$ cat src/rtl/otter_hazard_pkg.sv
// otter_hazard_pkg: shared constants and types for the Otter hazard unit
package otter_hazard_pkg;
  localparam int FSEL_REGFILE = 0;
  localparam logic [6:0] OP_LOAD   = 7'b0000011;
  localparam logic [6:0] OP_BRANCH = 7'b1100011;
  localparam logic [6:0] OP_JAL    = 7'b1101111;
  localparam logic [6:0] OP_JALR   = 7'b1100111;
  typedef enum logic [1:0] {
    PC_SEQ    = 2'd0,
    PC_JALR   = 2'd1,
    PC_BRANCH = 2'd2,
    PC_JAL    = 2'd3
  } pc_src_t;
endpackage

$ cat src/rtl/hazard_scoreboard.sv
// hazard_scoreboard: busy bits and outstanding count for long-latency writes
// Ports: CLK/RST_N; DE sources/dest and their valids; issue strobe;
// mc_done/mc_done_rd writeback; sb_haz (RAW/WAW on busy reg); mc_full.
module hazard_scoreboard #(
  parameter int NREGS = 32,
  parameter int MC_DEPTH = 2,
  localparam int REG_AW = $clog2(NREGS),
  localparam int CW = $clog2(MC_DEPTH + 1)
) (
  input  logic              CLK,
  input  logic              RST_N,
  input  logic [REG_AW-1:0] de_adr1,
  input  logic [REG_AW-1:0] de_adr2,
  input  logic              de_rs1_used,
  input  logic              de_rs2_used,
  input  logic [REG_AW-1:0] de_rd,
  input  logic              de_regWrite,
  input  logic              issue,
  input  logic              mc_done,
  input  logic [REG_AW-1:0] mc_done_rd,
  output logic              sb_haz,
  output logic              mc_full
);
  logic [NREGS-1:0] busy, busy_n;
  logic [CW-1:0] cnt;
  logic done;
  assign done = mc_done && busy[mc_done_rd];
  assign sb_haz = (busy[de_adr1] && de_rs1_used) || (busy[de_adr2] && de_rs2_used) ||
                  (busy[de_rd] && de_regWrite);
  assign mc_full = cnt == CW'(MC_DEPTH);
  // Set after clear so a same-cycle issue and done to one rd leaves it busy.
  always_comb begin
    busy_n = busy;
    if (done) busy_n[mc_done_rd] = 1'b0;
    if (issue && de_rd != '0) busy_n[de_rd] = 1'b1;
  end
  always_ff @(posedge CLK or negedge RST_N)
    if (!RST_N) begin
      busy <= '0;
      cnt  <= '0;
    end else begin
      busy <= busy_n;
      cnt  <= cnt + CW'(issue) - CW'(done);
    end
endmodule

$ cat src/rtl/hazard_scoreboard_unit.sv
// hazard_scoreboard_unit: forwarding selects, decode stall and redirect flush
// Ports: CLK/RST_N; DE and EX operand info; fwd_rd/fwd_we per forwarding
// stage (0 nearest); mc_done/mc_done_rd; pc_source. Outputs fsel1/fsel2
// (0 regfile, k stage k-1), stall_de, flush, mc_full; all 0 while RST_N low.
// HAZ_PERF_CNT_EN adds saturating perf_stall, perf_lu, perf_flush counters.
module hazard_scoreboard_unit
  import otter_hazard_pkg::*;
#(
  parameter int NREGS = 32,
  parameter int FWD_STAGES = 2,
  parameter int MC_DEPTH = 2,
  parameter int FLUSH_CYCLES = 2,
  localparam int REG_AW = $clog2(NREGS),
  localparam int FSEL_W = $clog2(FWD_STAGES + 1)
) (
  input  logic                                CLK,
  input  logic                                RST_N,
  input  logic [REG_AW-1:0]                   de_adr1,
  input  logic [REG_AW-1:0]                   de_adr2,
  input  logic                                de_rs1_used,
  input  logic                                de_rs2_used,
  input  logic [REG_AW-1:0]                   de_rd,
  input  logic                                de_regWrite,
  input  logic                                de_is_mc,
  input  logic [REG_AW-1:0]                   ex_adr1,
  input  logic [REG_AW-1:0]                   ex_adr2,
  input  logic                                ex_rs1_used,
  input  logic                                ex_rs2_used,
  input  logic [REG_AW-1:0]                   ex_rd,
  input  logic                                ex_is_load,
  input  logic [FWD_STAGES-1:0][REG_AW-1:0]   fwd_rd,
  input  logic [FWD_STAGES-1:0]               fwd_we,
  input  logic                                mc_done,
  input  logic [REG_AW-1:0]                   mc_done_rd,
  input  logic [1:0]                          pc_source,
  output logic [FSEL_W-1:0]                   fsel1,
  output logic [FSEL_W-1:0]                   fsel2,
  output logic                                stall_de,
  output logic                                flush,
  output logic                                mc_full
`ifdef HAZ_PERF_CNT_EN
  ,
  output logic [31:0]                         perf_stall,
  output logic [31:0]                         perf_lu,
  output logic [31:0]                         perf_flush
`endif
);
  localparam int FCW = $clog2(FLUSH_CYCLES + 1);
  logic [FCW-1:0] fcnt;
  logic redirect, flush_i, lu, sb_haz, sb_full, stall_i, issue;
  // Scanning from the farthest stage down lets the nearest match win.
  function automatic logic [FSEL_W-1:0] fwd_sel(input logic [REG_AW-1:0] a, input logic used);
    fwd_sel = FSEL_W'(FSEL_REGFILE);
    for (int k = FWD_STAGES; k >= 1; k--)
      if (fwd_we[k-1] && fwd_rd[k-1] == a && used && a != '0) fwd_sel = FSEL_W'(k);
  endfunction
  assign redirect = pc_src_t'(pc_source) != PC_SEQ;
  assign flush_i = redirect || fcnt != '0;
  assign lu = ex_is_load && ex_rd != '0 &&
              ((de_adr1 == ex_rd && de_rs1_used) || (de_adr2 == ex_rd && de_rs2_used));
  assign stall_i = (lu || sb_haz || (de_is_mc && sb_full)) && !flush_i;
  assign issue = de_is_mc && de_regWrite && !stall_i && !flush_i;
  assign fsel1 = RST_N ? fwd_sel(ex_adr1, ex_rs1_used) : '0;
  assign fsel2 = RST_N ? fwd_sel(ex_adr2, ex_rs2_used) : '0;
  assign stall_de = RST_N && stall_i;
  assign flush = RST_N && flush_i;
  assign mc_full = RST_N && sb_full;
  hazard_scoreboard #(.NREGS(NREGS), .MC_DEPTH(MC_DEPTH)) u_sb (
    .CLK(CLK), .RST_N(RST_N),
    .de_adr1(de_adr1), .de_adr2(de_adr2),
    .de_rs1_used(de_rs1_used), .de_rs2_used(de_rs2_used),
    .de_rd(de_rd), .de_regWrite(de_regWrite),
    .issue(issue), .mc_done(mc_done), .mc_done_rd(mc_done_rd),
    .sb_haz(sb_haz), .mc_full(sb_full)
  );
  // A redirect reloads the hold counter even mid-flush.
  always_ff @(posedge CLK or negedge RST_N)
    if (!RST_N) fcnt <= '0;
    else fcnt <= redirect ? FCW'(FLUSH_CYCLES - 1) : fcnt != '0 ? fcnt - FCW'(1) : fcnt;
`ifdef HAZ_PERF_CNT_EN
  always_ff @(posedge CLK or negedge RST_N)
    if (!RST_N) begin
      perf_stall <= '0;
      perf_lu    <= '0;
      perf_flush <= '0;
    end else begin
      perf_stall <= perf_stall + 32'(stall_i && ~&perf_stall);
      perf_lu    <= perf_lu + 32'(lu && stall_i && ~&perf_lu);
      perf_flush <= perf_flush + 32'(flush_i && ~&perf_flush);
    end
`endif
endmodule

$ cat config.mk
export PLATFORM = sky130hd
export DESIGN_NAME = hazard_scoreboard_unit
export DESIGN_NICKNAME = d
export VERILOG_FILES = /design/src/rtl/otter_hazard_pkg.sv /design/src/rtl/hazard_scoreboard.sv /design/src/rtl/hazard_scoreboard_unit.sv
export SDC_FILE = /design/constraint.sdc
export NUM_CORES = 1
export LEC_CHECK = 0
export ABC_AREA = 1
export CORE_ASPECT_RATIO = 0.7
export CORE_MARGIN = 2
export CORE_UTILIZATION = 36
export CTS_BUF_LIST = sky130_fd_sc_hd__clkbuf_2 sky130_fd_sc_hd__clkbuf_4 sky130_fd_sc_hd__clkbuf_8
export CTS_CLUSTER_DIAMETER = 200
export DETAILED_ROUTE_END_ITERATION = 6
export PLACE_DENSITY = 0.63
export SYNTH_ARGS = -nofsm -noshare
export SYNTH_HDL_FRONTEND = slang
export SYNTH_SLANG_ARGS = --single-unit
$ cat constraint.sdc
create_clock -name CLK -period 3.9 [get_ports CLK]
set_input_delay 0.78 -clock CLK [delete_from_list [all_inputs] [get_ports CLK]]
set_output_delay 0.78 -clock CLK [all_outputs]
set_load 0.03 [all_outputs]
==> reports/results.txt <==
Hold WS -> 0.508 ns
port buffer count -> 65
area of the core -> 10400 um^2
leakage power -> 2.25 nW
Final ANT Viol Nets -> 0
worst min path class -> flip-flop to flip-flop
CTS tree -> built
area grow syn2layout -> 23.6%
Seq/Total Area, Yosys -> 0.234
Placer Congestion -> 0.968
setup TNS -> 0 ns
Cells after DPL -> 885
Synth Flop Type -> dfrtp_1
Synth area leaders -> nand2_1 (26%), dfrtp_1 (23%), nand3_1 (18%), nor2_1 (7.9%), inv_1 (5.3%)
clock slew seen by the registers of the worst setup and hold paths -> 0.07 ns
Yosys top cell area share -> 0.263
DR pass1 iterations -> 5
die area -> 11500 um^2
H-tree levels -> 2
Period minus WS final -> 3.68 ns
FF+latch count, synth -> 36
Synth area leader -> nand2_1
Post-CTS Hold Fix Bufs -> 0
Num CTS Buffers -> 5
synthesized area -> 3850 um^2
Die Width -> 128 um
CTS root buf -> clkbuf_8
CP Class -> input pin to output pin
layout filler cell count -> 1085
FF-to-FF Start -> fcnt[0]
first-pass GRT wire length -> 23800 um
DRT iter0 DRCs -> 514
CP max FO -> 3
reg2reg end -> u_sb.busy[23]
final setup margin -> 0.217 ns
Max IR drop VDD -> 164 uV
Relative slew margins -> 0.292
final WL -> 14900 um
Synth async-reset ratio -> 1.00
layout cell share with drive strength beyond 1 -> 0.0434
vias per cell -> 5.54
R2R depth -> 9
grt total ovfl -> 0
Final Cell Area -> 4750 um^2
placed cell areas -> 4640 um^2
startpoint types -> input pin
clk_skew -> 0.0116 ns
die height -> 90.5 um
Hold Path Stages -> 2
worst-skew pair later-pin latency -> 0.31 ns
IO Pins -> 66
post-route insts no fill -> 893
Yosys cell types -> 31
syn_nets -> 761
via count -> 4943
number of remaining DRC errors -> 0
Cell Rows -> 31
pwr/cell area -> 224 nW/um^2
outcome -> complete, no violations
Tcrit/Tclk final -> 0.944
Post-synth EDFFs -> 0
clock sinks -> 36
WP data required -> 3.12 ns
largest net degree at the start of global routing -> 38
maximum clock rate -> 0.272 GHz
Ant. Diodes -> 0
Synth Warn # -> 0
Worst Setup End Kind -> output pin
Final Hold Fails -> 0
WHS Endpoint -> fcnt[0]
initial antenna violation count -> 0
setup violators final -> 0
Hold Crit Start -> fcnt[0]
Initial Utilization -> 0.372
Post-Place Worst Slack -> 0.179 ns
post-DP HPWL -> 11100 um
Worst Path Arrival -> 2.90 ns
Max clock buf depth -> 2
max-cap violation count -> 0
Post-Synthesis Cells -> 699
vias in the first global route -> 4537
post-DR wirelength/cell -> 16.6 um
actual slew at the worst max-slew pin -> 1.06 ns
Synth Area per Inst -> 5.50 um^2
reg2reg setup slack -> 1.36 ns
GRT Util Overall -> 0.259
fin. max-slew vios -> 0
RSZ-0062 raised after global routing -> no
NumNets Final -> 822
[logic make-up (layout without fill, tap and decap cells)]
| group | Yosys count | in the layout | synth area share |
|---|---|---|---|
| compound gates | 34 | 34 | 0.0530 |
| xor+xnor | 16 | 16 | 0.0364 |
| fa+ha+maj | 3 | 3 | 0.00976 |
| buf+inv | 88 | 150 | 0.0953 |
| flops | 36 | 36 | 0.234 |
| simple gates | 522 | 522 | 0.571 |
[cells in the final DEF (no fill, tap or decap), types with 2 or more instances in the layout]
cell	instances
nor4_1	3
nand4_1	5
dlymetal6s2s_1	2
clkdlybuf4s50_1	61
xor2_1	8
or2_2	2
buf_4	17
a31oi_1	2
o21ai_0	16
nand3_1	135
clkinv_1	4
clkbuf_8	5
o211ai_1	3
a22oi_1	7
ha_1	3
nor2_1	81
inv_1	54
nor3_1	22
dfrtp_1	36
inv_2	3
nand2_1	270
xnor2_1	8
a21oi_1	3
[power breakdown]
part	total, mW	switching, mW	internal [mW]
clock	0.347	0.150	0.197
sequential	0.407	0.0175	0.389
combinational	0.312	0.186	0.125
total	1.07	0.354	0.712
[cell type report]
class	count	area [um^2]	share of cell area
multi-input combinational	575	2580	0.543
inverter	61	229	0.0482
tap	132	165	0.0347
clock inverter	2	35.0	0.00737
timing repair buffer	81	768	0.162
clock buffer	6	76.3	0.0161
sequential	36	901	0.189
[worst max-delay path by stage]
| stage | startpoint | to | depth (start not counted) |
|---|---|---|---|
| floorplan | ex_adr2[0] | fsel2[1] | 3 |
| global route | ex_adr2[1] | fsel2[0] | 6 |
| finish | ex_adr2[1] | fsel2[0] | 6 |
| global placement | de_rd[0] | stall_de | 14 |
| CTS | ex_adr2[0] | fsel2[1] | 5 |
| detailed placement | ex_adr2[0] | fsel2[1] | 5 |
[critical path, cell delays in order]
cell,delay [ns]
clkdlybuf4s50_1,0.52
xor2_1,0.20
nor4_1,0.32
nand4_1,0.16
nor3_1,0.22
clkdlybuf4s50_1,0.72
[timing repair]
item                                    in CTS  in global routing
resized for setup                            0                  2
setup buffers                                0                  0
endpoints found under the setup margin       0                  2
[routing by layer]
layer / up-vias / global-route usage / routed length, um
met5: - / 0 / 0
met4: 0 / 0.0632 / 244
met3: 33 / 0.0569 / 1840
met2: 286 / 0.361 / 5910
met1: 2257 / 0.399 / 6870
li1: 2367 / - / -
[registers in the layout (all words and copies together) (netlist names)]
signal	cells
fcnt	2
u_sb.busy	32
u_sb.cnt	2
[synth_stat cells (3+ instances only)]
library cell	number
buf_2	14
inv_1	54
nand4_1	5
nand3_1	135
a21oi_1	3
ha_1	3
o21ai_0	16
nor2_1	81
o211ai_1	3
nand2_1	270
a22oi_1	7
nor3_1	22
buf_4	3
inv_2	3
dfrtp_1	36
nor4_1	3
clkinv_1	4
xor2_1	8
clkbuf_1	6
buf_1	3
xnor2_1	8
[through the flow]
stage | util | power, mW
after floorplan | - | 0.572
after global placement | 0.448 | 0.717
final | 0.459 | 1.07
after detailed placement | 0.448 | 0.720
after CTS | 0.459 | 1.07
after global routing | 0.459 | 1.13
Power figures use the tool's default switching activity.
